===== src/rtl/pc_fetch_redirect.sv =====
// rtl/pc_fetch_redirect.sv - fetch PC sequencer with branch redirect, stall skid buffer and IF/ID register
//
// Purpose: keeps the fetch PC, issues one instruction-memory request at a time,
// loads the IF/ID pipeline register, and handles hazard stalls and branch
// redirects. A response that lands while stalled goes into a one-entry skid
// buffer. A request that a redirect has squashed is drained in SQUASH so that
// its late response is never used.
//
// Optional feature (compile-time macro MISALIGN_CHECK_EN):
//   defined   - the redirect target is forced to word alignment, and
//               Misaligned pulses for one cycle after each misaligned redirect.
//   undefined - the redirect target is used as given, and Misaligned is tied low.
//
// Ports:
//   clk        in   clock, rising edge
//   reset      in   asynchronous active-low reset
//   PcSel      in   redirect request from the branch unit
//   BrPC       in   redirect target (low PC_W bits used)
//   Stall      in   hazard stall, holds IF/ID
//   imem_req   out  fetch request level, held until imem_valid
//   imem_addr  out  fetch address (the PC register)
//   imem_valid in   one-cycle response strobe
//   imem_rdata in   instruction word, valid with imem_valid
//   IfId_PC    out  IF/ID captured PC
//   IfId_Instr out  IF/ID captured instruction (NOP when invalid)
//   IfId_Valid out  IF/ID valid
//   Flush      out  combinational squash of IF/ID and ID/EX (equals PcSel)
//   Misaligned out  registered one-cycle misaligned-redirect pulse
module pc_fetch_redirect #(
  parameter int PC_W = 9
) (
  input  logic            clk,
  input  logic            reset,
  input  logic            PcSel,
  input  logic [31:0]     BrPC,
  input  logic            Stall,
  output logic            imem_req,
  output logic [PC_W-1:0] imem_addr,
  input  logic            imem_valid,
  input  logic [31:0]     imem_rdata,
  output logic [PC_W-1:0] IfId_PC,
  output logic [31:0]     IfId_Instr,
  output logic            IfId_Valid,
  output logic            Flush,
  output logic            Misaligned
);

  localparam logic [31:0] NOP = 32'h00000013;

  typedef enum logic [1:0] {
    S_IDLE   = 2'd0,
    S_REQ    = 2'd1,
    S_HOLD   = 2'd2,
    S_SQUASH = 2'd3
  } state_t;

  state_t          r_state;
  state_t          w_state_nxt;

  logic [PC_W-1:0] r_pc;
  logic [PC_W-1:0] w_pc_inc;
  logic [PC_W-1:0] w_target;
  logic [PC_W-1:0] r_ifid_pc;
  logic [31:0]     r_ifid_instr;
  logic            r_ifid_valid;
  logic [31:0]     r_skid;
  logic            r_skid_valid;

  logic            w_redirect;
  logic            w_accept;
  logic            w_capture;
  logic            w_release;

  // Only the low PC_W bits of the target address the instruction memory.
  logic            w_unused_brpc;
  assign w_unused_brpc = ^BrPC[31:PC_W];

  assign w_pc_inc = r_pc + PC_W'(4);

  // State register
  always_ff @(posedge clk or negedge reset) begin
    if (!reset) begin
      r_state <= S_IDLE;
    end else begin
      r_state <= w_state_nxt;
    end
  end

  // Next-state logic
  always_comb begin
    w_state_nxt = r_state;
    case (r_state)
      S_IDLE: begin
        w_state_nxt = S_REQ;
      end
      S_REQ: begin
        // A redirect with the old request still in flight must drain it in SQUASH.
        if (PcSel) begin
          w_state_nxt = imem_valid ? S_REQ : S_SQUASH;
        end else if (imem_valid && Stall) begin
          w_state_nxt = S_HOLD;
        end
      end
      S_HOLD: begin
        if (PcSel || !Stall) begin
          w_state_nxt = S_REQ;
        end
      end
      S_SQUASH: begin
        // Leaving SQUASH does not depend on Stall. The discarded strobe lasts
        // one cycle, and waiting past it would never end.
        if (imem_valid) begin
          w_state_nxt = S_REQ;
        end
      end
      default: begin
        w_state_nxt = S_IDLE;
      end
    endcase
  end

  // Output and datapath-control logic
  always_comb begin
    imem_req   = (r_state == S_REQ);
    w_redirect = PcSel;
    w_accept   = (r_state == S_REQ)  &&  imem_valid && !Stall && !PcSel;
    w_capture  = (r_state == S_REQ)  &&  imem_valid &&  Stall && !PcSel;
    w_release  = (r_state == S_HOLD) && !Stall && !PcSel;
  end

  // PC, IF/ID and skid buffer. A redirect overrides everything else, so a
  // response in the same cycle is dropped.
  always_ff @(posedge clk or negedge reset) begin
    if (!reset) begin
      r_pc         <= '0;
      r_ifid_pc    <= '0;
      r_ifid_instr <= NOP;
      r_ifid_valid <= 1'b0;
      r_skid       <= NOP;
      r_skid_valid <= 1'b0;
    end else if (w_redirect) begin
      r_pc         <= w_target;
      r_ifid_instr <= NOP;
      r_ifid_valid <= 1'b0;
      r_skid_valid <= 1'b0;
    end else if (w_accept) begin
      r_ifid_pc    <= r_pc;
      r_ifid_instr <= imem_rdata;
      r_ifid_valid <= 1'b1;
      r_pc         <= w_pc_inc;
    end else if (w_capture) begin
      r_skid       <= imem_rdata;
      r_skid_valid <= 1'b1;
    end else if (w_release) begin
      // The PC has not advanced yet, so it still names the buffered word.
      r_ifid_pc    <= r_pc;
      r_ifid_instr <= r_skid;
      r_ifid_valid <= r_skid_valid;
      r_skid_valid <= 1'b0;
      r_pc         <= w_pc_inc;
    end
  end

`ifdef MISALIGN_CHECK_EN
  logic w_misalign;
  logic r_misaligned;

  assign w_target   = {BrPC[PC_W-1:2], 2'b00};
  assign w_misalign = PcSel && (BrPC[1:0] != 2'b00);

  always_ff @(posedge clk or negedge reset) begin
    if (!reset) begin
      r_misaligned <= 1'b0;
    end else begin
      r_misaligned <= w_misalign;
    end
  end

  assign Misaligned = r_misaligned;
`else
  assign w_target   = BrPC[PC_W-1:0];
  assign Misaligned = 1'b0;
`endif

  assign imem_addr  = r_pc;
  assign IfId_PC    = r_ifid_pc;
  assign IfId_Instr = r_ifid_instr;
  assign IfId_Valid = r_ifid_valid;
  assign Flush      = PcSel;

endmodule


===== config.mk =====
export PLATFORM = sky130hd
export DESIGN_NAME = pc_fetch_redirect
export DESIGN_NICKNAME = d
export VERILOG_FILES = /design/src/rtl/pc_fetch_redirect.sv
export SDC_FILE = /design/constraint.sdc
export NUM_CORES = 1
export LEC_CHECK = 0
export CELL_PAD_IN_SITES_DETAIL_PLACEMENT = 0
export CELL_PAD_IN_SITES_GLOBAL_PLACEMENT = 1
export CORE_MARGIN = 2
export CORE_UTILIZATION = 36
export CTS_CLUSTER_SIZE = 14
export DETAILED_ROUTE_END_ITERATION = 8
export PLACE_DENSITY = 0.77
export SYNTH_ARGS = -nofsm -noshare
export SYNTH_HDL_FRONTEND = slang
export SYNTH_SLANG_ARGS = --single-unit

===== constraint.sdc =====
create_clock -name clk -period 1.9 [get_ports clk]
set_input_delay 0.285 -clock clk [delete_from_list [all_inputs] [get_ports clk]]
set_output_delay 0.285 -clock clk [all_outputs]
set_load 0.01 [all_outputs]

==> results.sh <==
export IMPL_final_fill_count=893
export IMPL_switching_power_mw=1.19
export IMPL_report_final_slew_viol_count=0
export IMPL_cp_max_fo=4
export IMPL_grtUsageTotal=0.151
export IMPL_combPwrFrac=0.208
export IMPL_h_tree_depth=3
export IMPL_cts_sinks=86
export IMPL_cts_setup_buffers=0
export IMPL_outcome="finished clean"
export IMPL_synth_edf_count=0
export IMPL_cp_start_kind="register"
export IMPL_drc=0
export IMPL_highest_layer="met4"
export IMPL_hold_ws_ps=390
export IMPL_cp_cell_sequence="nor2b_1 -> clkdlybuf4s50_1"
export IMPL_synth_seq_cells=86
export IMPL_port_buffers=98
export IMPL_num_antenna_cells=0
export IMPL_p_leak_nw=2.40
export IMPL_synth_cell_types=34
export IMPL_die_width_um=105
export IMPL_hpwlAfterDp_um=5500
export IMPL_hold_buffers=1
export IMPL_met2_length_um=3910
export IMPL_grt_pass1_vias=2560
export IMPL_rows=36
export IMPL_hp_class="input pin to asynchronous set/reset pin"
export IMPL_sw_frac_of_total=0.261
export IMPL_vdd_ir_drop_max_mv=0.444
export IMPL_worstReg2RegStart="r_state[1]"
export IMPL_max_clock_freq_mhz=548
export IMPL_async_flop_share=1.00
export IMPL_grt_max_degree=39
export IMPL_totalWireLength_um=7990
export IMPL_ioPinCount=123
export IMPL_root_buffer="clkbuf_8"
export IMPL_crit_path_max_incr_delay_ps=570
export IMPL_finish_utilization=0.523
export IMPL_synth_area_sq_um=3670
export IMPL_syn_instance_count=271
export IMPL_start_util=0.374
export IMPL_yosysTopAreaCell="dfrtp_1"
export IMPL_r2r_end="IfId_Instr[2]"
export IMPL_postSynthAreaPerCell_sq_um=13.6
export IMPL_grt_overflow_total=0
export IMPL_cts_buffers=9
export IMPL_final_area_sq_um=5140
export IMPL_p_int_mw=3.37
export IMPL_dr_wl_met3_um=350
export IMPL_fin_worst_skew_ps=12.5
export IMPL_design_die_area_sq_um=11000
export IMPL_antenna_found_initial=0
export IMPL_finalSetupViolCount=0
export IMPL_ys_warn_count=0
export IMPL_ys_flop_type="dfrtp_1"
export IMPL_clk_pin_slew_ps=90
export IMPL_synthTopCellsByCount="80 x dfrtp_1, 44 x mux2_2, 30 x a22o_1"
export IMPL_vias=2529
export IMPL_drt_pass1_iter_count=5
export IMPL_pwr_share_seq=0.512
export IMPL_place_gp_congestion=0.758
export IMPL_ctsResizeCount=0
export IMPL_synth_top_area_share=0.545
export IMPL_rr_worst_depth=7
export IMPL_yosys_top_cells_area="dfrtp_1 54%, mux2_2 13%, a22o_1 7.2%"
export IMPL_post_drt_wl_per_cell_um=15.4
export IMPL_clockPowerShare=0.280
export IMPL_layout_min_cycle_time_ps=1820
export IMPL_met1_length_um=3600
export IMPL_grt_pass1_wl_um=13200
export IMPL_nets=451
export IMPL_vias_per_cell=4.87
export IMPL_drt_iter0_drc=75
export IMPL_coreArea_sq_um=9820
export IMPL_synth_most_common_cell="dfrtp_1"
export IMPL_crit_required_ps=1620
export IMPL_cts_buffer_depth=2
export IMPL_clk_latency_ps=350
export IMPL_p_per_area_nw_per_um2=886
export IMPL_ys_seq_area_frac=0.588
export IMPL_die_h_um=105
export IMPL_synth_nets=341
export IMPL_grt_setup_unrepaired="false"
export IMPL_area_growth_syn_to_layout_pct=39.9
export IMPL_finalCritPeriodShare=0.960
export IMPL_worstPathArrival_ps=1540
export IMPL_maxCapViolations=0
export IMPL_finalHoldViolations=0
export IMPL_dpl_cell_area_sq_um=4930
export IMPL_crit_type="register to output port"
export IMPL_reg2reg_slack_ps=220
export IMPL_cp_end_kind="output port"
export IMPL_cts_tree="built"
export IMPL_critPathSlowestCell="clkdlybuf4s50_1"
export IMPL_ant_nets=0
export IMPL_layout_drive_gt1_share=0.246
power by group through the flow:
stage | registers [mW] | logic [mW] | clock network, mW
finish | 2.33 | 0.949 | 1.28
global route | 2.37 | 1.03 | 1.41
CTS | 2.33 | 0.968 | 1.33
detailed placement | 2.37 | 0.964 | 0
global placement | 2.35 | 0.945 | 0
floorplan | 2.39 | 0.409 | 0
layer usage:
layer | vias up | global-route usage
met1 | 1258 | 0.197
met5 | - | 0
li1 | 1205 | -
met4 | 0 | 0.0600
met3 | 10 | 0.0312
met2 | 56 | 0.246
cell usage in the layout (no fill, tap or decap), types with 4 or more instances in the layout:
master	instances
dfrtp_1	80
clkdlybuf4s50_1	97
a21oi_1	4
buf_4	14
a22o_1	30
clkbuf_8	9
xnor2_1	4
nand2_1	7
a21o_1	29
nand2b_1	4
o21ai_0	7
nor2_1	4
buf_12	6
inv_1	4
mux2_2	44
dfstp_2	6
cells by family after synthesis:
logic type,count (synthesis),synth area share
AO/OA/AOI/OAI,79,0.171
buffers and inverters,23,0.0364
flip-flops,86,0.588
multiplexers,47,0.145
AND/OR/NAND/NOR,28,0.0412
XOR/XNOR,6,0.0143
adder cells (fa/ha/maj),1,0.00340
other,1,0.00102
worst max-delay path: cells and delay by family (launching register included):
family,cells,cell delay (ps)
buf+inv,1,570
simple gates,1,200
flops,1,430
worst max-delay path by stage:
stage	startpoint	to	slack, ps	cells after the start
after CTS	r_state[1]	imem_req	50	2
after global placement	imem_valid	imem_addr[3]	-40	6
after global routing	r_state[1]	imem_req	8	2
after detailed placement	imem_valid	IfId_Instr[24]	-70	8
after floorplan	r_state[1]	imem_addr[3]	310	5
final	r_state[1]	imem_req	80	2
metrics by stage:
stage / worst slack (ps) / TNS (ps) / std cells / power (mW)
after CTS: 48.8 / 0 / 519 / 4.63
after floorplan: 312 / 0 / 271 / 2.80
final: 75.6 / 0 / 519 / 4.56
after global routing: 8.06 / 0 / 519 / 4.81
after global placement: -35.7 / -918 / 502 / 3.29
after detailed placement: -70.9 / -1540 / 502 / 3.33
area by class of cell:
type,count,area (sq um),share of cell area
multi-input cells,162,1400,0.272
clock buffers,9,124,0.0241
clock inverters,7,72.6,0.0141
well taps,133,166,0.0324
inverters,4,15.0,0.00292
repair buffers,118,1210,0.235
flip-flops and latches,86,2160,0.420
flip-flops by register name, summed over array words and instances (netlist names):
signal	flops
IfId_Valid	1
IfId_PC	9
imem_addr	9
r_state	2
r_skid	32
IfId_Instr	32
r_skid_valid	1
(Power assumes the default switching activity.)
